--- src/rtl/pc_fetch_sequencer.sv ---
// pc_fetch_sequencer
//   Program-flow controller for a 2K x 14 program ROM. Owns the program
//   counter, fetches one word per cycle into the instruction register and
//   applies goto / call / return / skip / computed-PCL updates requested by
//   the decoder for the instruction currently held in IR. Keeps an 8-level
//   circular return stack with saturating occupancy count.
//
// Ports:
//   clk, rst          clock, synchronous active-high reset
//   rom_addr_out      ROM address (the PC register)
//   rom_data_in       ROM word at rom_addr_out, same cycle
//   ir_out, ir_valid  instruction register and its valid flag (0 = bubble)
//   pc_out            current PC for debug / PCL readback
//   stall             freeze all state, control inputs ignored
//   goto_en, call_en, ret_en, skip_en, target_in   decoder controls
//   pcl_wr_en, pcl_data_in, pclath_in              computed goto
//   stack_depth       occupied return-stack entries, 0..8
//
// Optional feature, macro PC_STACK_FLAGS_EN:
//   adds stk_flag_clr (in), stk_ovf and stk_unf (out), sticky flags for
//   push at full depth and pop at empty depth.
module pc_fetch_sequencer #(
    parameter int                ADDR_W       = 11,
    parameter int                DATA_W       = 14,
    parameter int                STACK_DEPTH  = 8,
    parameter logic [ADDR_W-1:0] RESET_VECTOR = 11'h000,
    parameter logic [DATA_W-1:0] NOP_WORD     = 14'h0000
) (
    input  logic              clk,
    input  logic              rst,
    output logic [ADDR_W-1:0] rom_addr_out,
    input  logic [DATA_W-1:0] rom_data_in,
    output logic [DATA_W-1:0] ir_out,
    output logic              ir_valid,
    output logic [ADDR_W-1:0] pc_out,
    input  logic              stall,
    input  logic              goto_en,
    input  logic              call_en,
    input  logic              ret_en,
    input  logic              skip_en,
    input  logic [ADDR_W-1:0] target_in,
    input  logic              pcl_wr_en,
    input  logic [7:0]        pcl_data_in,
    input  logic [4:0]        pclath_in,
    output logic [3:0]        stack_depth
`ifdef PC_STACK_FLAGS_EN
    ,
    input  logic              stk_flag_clr,
    output logic              stk_ovf,
    output logic              stk_unf
`endif
);

    localparam int         SP_W      = $clog2(STACK_DEPTH);
    localparam logic [3:0] DEPTH_MAX = 4'(STACK_DEPTH);

    logic [ADDR_W-1:0] pc_p0, pc_d;
    logic [DATA_W-1:0] ir_p1, ir_d;
    logic              vld_p1, vld_d;
    logic [SP_W-1:0]   sp_q, sp_d, sp_m1;
    logic [3:0]        depth_q, depth_d;
    logic [ADDR_W-1:0] stack_q [STACK_DEPTH];
    logic              push, pop;
    logic [ADDR_W-1:0] pop_data;

    // Pop reads registered stack content, so call followed directly by
    // return needs no bypass path.
    assign sp_m1    = sp_q - 1'b1;
    assign pop_data = stack_q[sp_m1];

    always_comb begin
        pc_d  = pc_p0;
        ir_d  = ir_p1;
        vld_d = vld_p1;
        push  = 1'b0;
        pop   = 1'b0;
        if (!stall) begin
            // Decoder priority: ret > call > goto > pcl write > skip.
            if (ret_en) begin
                pop   = 1'b1;
                pc_d  = pop_data;
                ir_d  = NOP_WORD;
                vld_d = 1'b0;
            end else if (call_en) begin
                push  = 1'b1;
                pc_d  = target_in;
                ir_d  = NOP_WORD;
                vld_d = 1'b0;
            end else if (goto_en) begin
                pc_d  = target_in;
                ir_d  = NOP_WORD;
                vld_d = 1'b0;
            end else if (pcl_wr_en) begin
                pc_d  = ADDR_W'({pclath_in[2:0], pcl_data_in});
                ir_d  = NOP_WORD;
                vld_d = 1'b0;
            end else if (skip_en) begin
                pc_d  = pc_p0 + 1'b1;
                ir_d  = NOP_WORD;
                vld_d = 1'b0;
            end else begin
                pc_d  = pc_p0 + 1'b1;
                ir_d  = rom_data_in;
                vld_d = 1'b1;
            end
        end
    end

    // Pointer always moves; only the occupancy count saturates at 0 and 8.
    always_comb begin
        sp_d    = sp_q;
        depth_d = depth_q;
        if (push) begin
            sp_d = sp_q + 1'b1;
            if (depth_q != DEPTH_MAX) depth_d = depth_q + 1'b1;
        end else if (pop) begin
            sp_d = sp_m1;
            if (depth_q != 4'd0) depth_d = depth_q - 1'b1;
        end
    end

    // Fetch (p0) -> execute (p1) boundary
    always_ff @(posedge clk) begin
        if (rst) begin
            pc_p0   <= RESET_VECTOR;
            ir_p1   <= NOP_WORD;
            vld_p1  <= 1'b0;
            sp_q    <= '0;
            depth_q <= 4'd0;
            for (int i = 0; i < STACK_DEPTH; i++) stack_q[i] <= '0;
        end else begin
            pc_p0   <= pc_d;
            ir_p1   <= ir_d;
            vld_p1  <= vld_d;
            sp_q    <= sp_d;
            depth_q <= depth_d;
            // Return address is the current PC, i.e. the call's address + 1.
            if (push) stack_q[sp_q] <= pc_p0;
        end
    end

    assign rom_addr_out = pc_p0;
    assign pc_out       = pc_p0;
    assign ir_out       = ir_p1;
    assign ir_valid     = vld_p1;
    assign stack_depth  = depth_q;

`ifdef PC_STACK_FLAGS_EN
    logic ovf_q, unf_q;

    // A set in the same cycle as a clear leaves the flag set.
    always_ff @(posedge clk) begin
        if (rst) begin
            ovf_q <= 1'b0;
            unf_q <= 1'b0;
        end else begin
            ovf_q <= (ovf_q & ~stk_flag_clr) | (push & (depth_q == DEPTH_MAX));
            unf_q <= (unf_q & ~stk_flag_clr) | (pop & (depth_q == 4'd0));
        end
    end

    assign stk_ovf = ovf_q;
    assign stk_unf = unf_q;
`endif

endmodule

--- config.mk ---
export PLATFORM = sky130hd
export DESIGN_NAME = pc_fetch_sequencer
export DESIGN_NICKNAME = d
export VERILOG_FILES = /design/src/rtl/pc_fetch_sequencer.sv
export SDC_FILE = /design/constraint.sdc
export NUM_CORES = 1
export LEC_CHECK = 0
export ABC_AREA = 1
export ABC_CLOCK_PERIOD_IN_PS = 2700
export CORE_ASPECT_RATIO = 2
export CORE_MARGIN = 8
export CORE_UTILIZATION = 54
export DETAILED_ROUTE_END_ITERATION = 12
export PLACE_DENSITY = 0.8
export SYNTH_ARGS = -nofsm -noshare
export SYNTH_HDL_FRONTEND = slang
export SYNTH_SLANG_ARGS = --single-unit
--- constraint.sdc ---
create_clock -name clk -period 2.7 [get_ports clk]
set_input_delay 0.27 -clock clk [delete_from_list [all_inputs] [get_ports clk]]
set_output_delay 0.27 -clock clk [all_outputs]
set_load 0.02 [all_outputs]
Word level (Yosys, flattened, before mapping)
Memory sizes are Yosys's and may differ from the RTL's.
Cells that the tools add are included.
Widths: inputs -> output; s select.
- multiply operators: 0
- order comparisons: 0
- add/sub/neg operators: 5
- shift operators: 0
- reductions and logical operators: 5
- eq/ne operators: 2
- bitwise gates (word level): 0
- muxes and demuxes: 33
- divide/modulo/power cells: 0
- operator list (kind ; number):
    $mux 14 ; 5
    $mux 11 ; 5
    $mux 1 ; 16
    $mux 4 ; 4
    $add 11x1->11 const B ; 1
    $reduce_or 11->1 ; 1
    $mux 3 ; 3
    $add 4x1->4 const B ; 1
    $ne 4x4->1 const B ; 1
    $reduce_bool 2->1 ; 2
    $reduce_bool 4->1 ; 1
    $sub 4x1->4 const B ; 1
    $add 3x1->3 const B ; 1
    $reduce_and 3->1 ; 1
    $sub 3x1->3 const B ; 1
    $ne 2x1->1 const B ; 1
- word-level logic and storage cells: 51
- memories: 1
- bits in registers: 33
- memory bits (read-only): 0
- latch bits: 0
- output and inout bits: 41
- memory bits (writable): 88
- input port bits: 46
- memory list (name ; depth ; width ; read ports ; clocked after Yosys merged registers in ; write ports ; RTL line ; text):
    stack_q ; 8 ; 11 ; 1 ; 0 ; 8 ; 62 ; logic [ADDR_W-1:0] stack_q [STACK_DEPTH];

Depth between registers and ports, before layout
- word-level depth: 8
- gate-level depth with buffers: 12
- depth with buffers taken out: 10

Worst setup path before layout
Ideal clock, no wire load.
- path kind: register to register
- from: register sp_q[0]
- to: register pc_p0[5], in the netlist pc_out[5]
- library setup time: 0.128 ns
- stages on the path, launching flop included: 13
- required time: 2.572 ns
- path buffers: 2
- path slack: 0.766 ns
- period minus slack after synthesis: 1.934 ns
- data arrival time: 1.806 ns
- cell sequence: dfxtp_1 inv_2 clkbuf_1 ha_1 inv_1 clkbuf_1 nor2_1 o21ai_0 nand3_1 nand3_1 nand2_1 nor2_1 nor2_1
- word-level cells in the longest chain between the ends: 3
- RTL lines (what ; RTL line ; text):
    start: declaration ; 60 ; logic [SP_W-1:0] sp_q, sp_d, sp_m1;
    start signal: assignment ; 135 ; sp_q <= sp_d;
    $sub 3x1->3 ; 68 ; assign sp_m1 = sp_q - 1'b1;
    $mem_v2 8x11 ; - ;
    $mux 11 ; 79 ; if (ret_en) begin
    end signal: assignment ; 132 ; pc_p0 <= pc_d;
    end: declaration ; 57 ; logic [ADDR_W-1:0] pc_p0, pc_d;
Every way passes these cells.
A chain may end at the register's enable or synchronous reset.

Worst setup path in the final report
- from: register sp_q[1]
- to: register pc_p0[6], in the netlist pc_out[6]
The elaborated chain is that of the path after synthesis.

==> results.tsv <==
stage	metric	value	unit
global_routing	first_global_vias	5046	
sta	max_freq	0.432	GHz
layout	num_antenna_cells	0	
sta	rsz0062_at_grt	false	
drt	post-route-drc-count	0	
worst_setup_path	worstReg2RegStart	sp_q[1]	
pwr	p_leak	2.77	nW
worst_setup_path	critPathCaptureType	register	
worst_setup_path	crit_arrival	2670	ps
die	die_w	89.8	µm
sta	tightest_slew	527	ps
placed_design	dp_hpwl	10500	µm
hold_path	holdCritStartpoint	rom_data_in[9]	
clock_tree	cts_resized	0	
clock_tree	clock_sinks	121	
layout	fillers	775	
worst_setup_path	critPathMaxStageDelay	420	ps
drt	drt_first_pass_iters	5	
global_routing	grt_max_degree	49	
yosys	synth_cell_type_count	31	
pwr	power	5.29	mW
worst_setup_path	critical_path_class	reg2reg	
clock_tree	holdBufCountCts	0	
hold_path	worstHoldEndpoint	ir_out[9]	
yosys	yosys_most_used_dff	edfxtp_1	
pwr	irDropWorstVdd	542	µV
sta	setup_violations	0	
worst_setup_path	crit_path_start_kind	register	
layout	seqCellArea	3300	µm²
worst_setup_path	reg2reg_slack	390	ps
yosys	yosys_warnings	0	
global_routing	antenna_found_initial	0	
drt	via_per_inst	5.55	
global_routing	grt-ovfl-total	0	
hold_path	hp-class	in2reg	
clock_tree	cts_tree	yes	
die	num_io_pins	87	
global_routing	grt.total_usage	20.7	%
yosys	synth_nets	736	
sta	period_share	85.6	%
layout	multi_input_area	2190	µm²
worst_setup_path	worst_ep_required_time	3050	ps
yosys	syn_inst	684	
sta	slew_headroom	64.8	%
yosys	synth_edf_count	88	
pwr	powerDensity	715	nW/µm²
clock_tree	post-cts-setup-buffers	0	
layout	nNetsFinal	812	
yosys	synthArstFlopShare	0	%
sta	fin_skew	6.46	ps
clock_tree	clockRootBuffer	clkbuf_16	
drt	via_count	5063	
clock_tree	clock_latency	420	ps
yosys	syn_avg_cell_area	8.60	µm²
job	cap_violations	0	
die	core	10700	µm²
die	start_util	54.8	%
sta	hold_viol	0	
placed_design	place_congestion	0.822	
layout	syn_to_final_growth	25.7	%
status	status	finished, final reports clean	
global_routing	grt_pass1_wl	24100	µm
worst_setup_path	crit_chain	inv_1 > ha_1 > xnor2_4 > clkinv_1 > o211ai_1 > nand3_1 > nand2_1 > nor2_1 > nor2_1	
yosys	ys_seq_area_share	56.1	%
layout	layout-drive-gt1-share	7.63	%
clock_tree	path_clk_slew	60	ps
worst_setup_path	cpMostUsedCell	nor2_1	
sta	tns	0	ps
clock_tree	cts_buffers	17	
yosys	ys_seq_elements	121	
die	die_area	14700	µm²
die	die_h	164	µm
drt	post_drt_wl_per_cell	16.8	µm
placed_design	numPortBuffers	84	
worst_setup_path	crit_path_max_fanout	14	
drt	drtIter0Drc	635	
sta	slew_violations	0	
die	rows	54	
drt	wl	15300	µm
drt	drtAntennaViolNets	0	
sta	min_period	2310	ps
worst_setup_path	crit-reg2reg-capture	pc_out[6]	
worst_setup_path	slowest_stage	clkinv_1	
worst_setup_path	rr_worst_depth	9	
clock_tree	cts_htree_levels	4	
clock_tree	cts_max_path_buffers	2	
hold_path	holdPathStages	3	
yosys	netlist_area	5890	µm²
-- synthesized netlist by cell type (2+ instances only) --
library cell | instances | area [µm²]
buf_2 | 18 | 90.1
nor2_1 | 186 | 698
xor2_1 | 7 | 61.3
nor2_2 | 4 | 25.0
inv_2 | 3 | 11.3
o211ai_1 | 10 | 75.1
a22oi_1 | 2 | 15.0
inv_1 | 25 | 93.8
o221ai_1 | 2 | 17.5
o21ai_0 | 52 | 260
clkinv_1 | 9 | 33.8
nand2_1 | 134 | 503
buf_4 | 11 | 82.6
edfxtp_1 | 88 | 2640
dfxtp_1 | 33 | 661
buf_6 | 2 | 22.5
ha_1 | 5 | 62.6
clkbuf_1 | 13 | 48.8
nand3_1 | 33 | 165
a21oi_1 | 36 | 180
-- cell usage in the layout (no fill, tap or decap) --
| master | n |
|---|---|
| o21ai_0 | 52 |
| nor3_1 | 1 |
| clkbuf_1 | 3 |
| nor4_4 | 1 |
| fa_1 | 1 |
| nand2_1 | 134 |
| nand3_1 | 33 |
| xnor2_4 | 1 |
| edfxtp_1 | 88 |
| nor2_1 | 186 |
| a21oi_1 | 36 |
| nand4_1 | 1 |
| bufinv_16 | 3 |
| o22ai_1 | 1 |
| inv_4 | 1 |
| nor2_8 | 1 |
| nor2_2 | 4 |
| nand2_4 | 1 |
| clkbuf_16 | 17 |
| o221ai_1 | 2 |
| dfxtp_1 | 33 |
| inv_2 | 3 |
| clkdlybuf4s50_1 | 84 |
| clkinvlp_4 | 5 |
| clkinv_4 | 2 |
| inv_1 | 25 |
| clkbuf_8 | 2 |
| xnor2_1 | 1 |
| xor2_1 | 7 |
| clkinv_1 | 9 |
| buf_4 | 18 |
| o211ai_1 | 10 |
| ha_1 | 5 |
| a22oi_1 | 2 |
-- critical path, delay by kind of cell (launching register included) --
family	cells	cell delay, ps
flops	1	410
fa+ha+maj	1	250
xor+xnor	1	410
buf+inv	2	530
simple gates	4	370
compound gates	1	260
-- cell type report --
type / count / share of cell area (%)
clock buffer: 22 / 6.27
tap: 140 / 2.37
multi-input combinational: 480 / 29.6
timing repair buffer: 102 / 13.2
sequential: 121 / 44.6
inverter: 38 / 1.96
clock inverter: 10 / 1.96
-- kinds of logic (layout without fill, tap and decap cells) --
kind of cell               Yosys count  count (layout)  share of synthesized area [%]
xor gates and xnor gates             9               9                           1.66
AOI/OAI and AO/OA                  103             103                           9.42
buffers and inverters               83             172                           6.68
adders and majority gates            6               6                           1.40
DFF                                121             121                           56.1
and+or+nand+nor                    362             362                           24.7
-- sequential cells by signal (all words and copies together) (netlist names) --
register / flops
ir_out: 14
ir_valid: 1
pc_out: 11
sp_q: 3
stack_depth: 4
stack_q: 88
-- stage by stage --
step / utilization [%] / hold slack [ps] / instance area [µm²] / worst slack, ps / cells
6_report: 68.9 / 406 / 7400 / 388 / 913
3_5_place_dp: 63.2 / 456 / 6790 / 343 / 881
5_1_grt: 68.9 / 421 / 7400 / 174 / 913
3_3_place_gp: 63.2 / 451 / 6790 / 379 / 881
2_1_floorplan: - / 413 / 5890 / 766 / 684
4_1_cts: 68.9 / 406 / 7400 / 384 / 913
-- power by group --
group	total (mW)	internal [mW]	switching [mW]
Sequential	2.14	2.07	0.0719
Clock	2.31	1.50	0.806
Combinational	0.840	0.319	0.521
Total	5.29	3.89	1.40
-- per-layer routing --
metal | wire length, µm | vias to the layer above | share of wire, % | global-route usage [%]
met2 | 8270 | 197 | 54 | 37.1
met5 | 0 | - | 0 | 0
li1 | - | 2402 | - | -
met1 | 5650 | 2412 | 37 | 21.8
met4 | 594 | 0 | 3.9 | 11.9
met3 | 832 | 52 | 5.4 | 4.60
-- how the worst max path moves through the flow --
| stage | from | end | slack, ps |
|---|---|---|---|
| after global routing | sp_q[1] | pc_out[6] | 170 |
| after detailed placement | stall | stack_q[6][9] | 340 |
| after CTS | sp_q[1] | pc_out[6] | 380 |
| after global placement | stall | stack_q[7][7] | 380 |
| final | sp_q[1] | pc_out[6] | 390 |
| after floorplan | sp_q[0] | pc_out[5] | 770 |
Note: power is estimated with default switching activity, not from simulation.
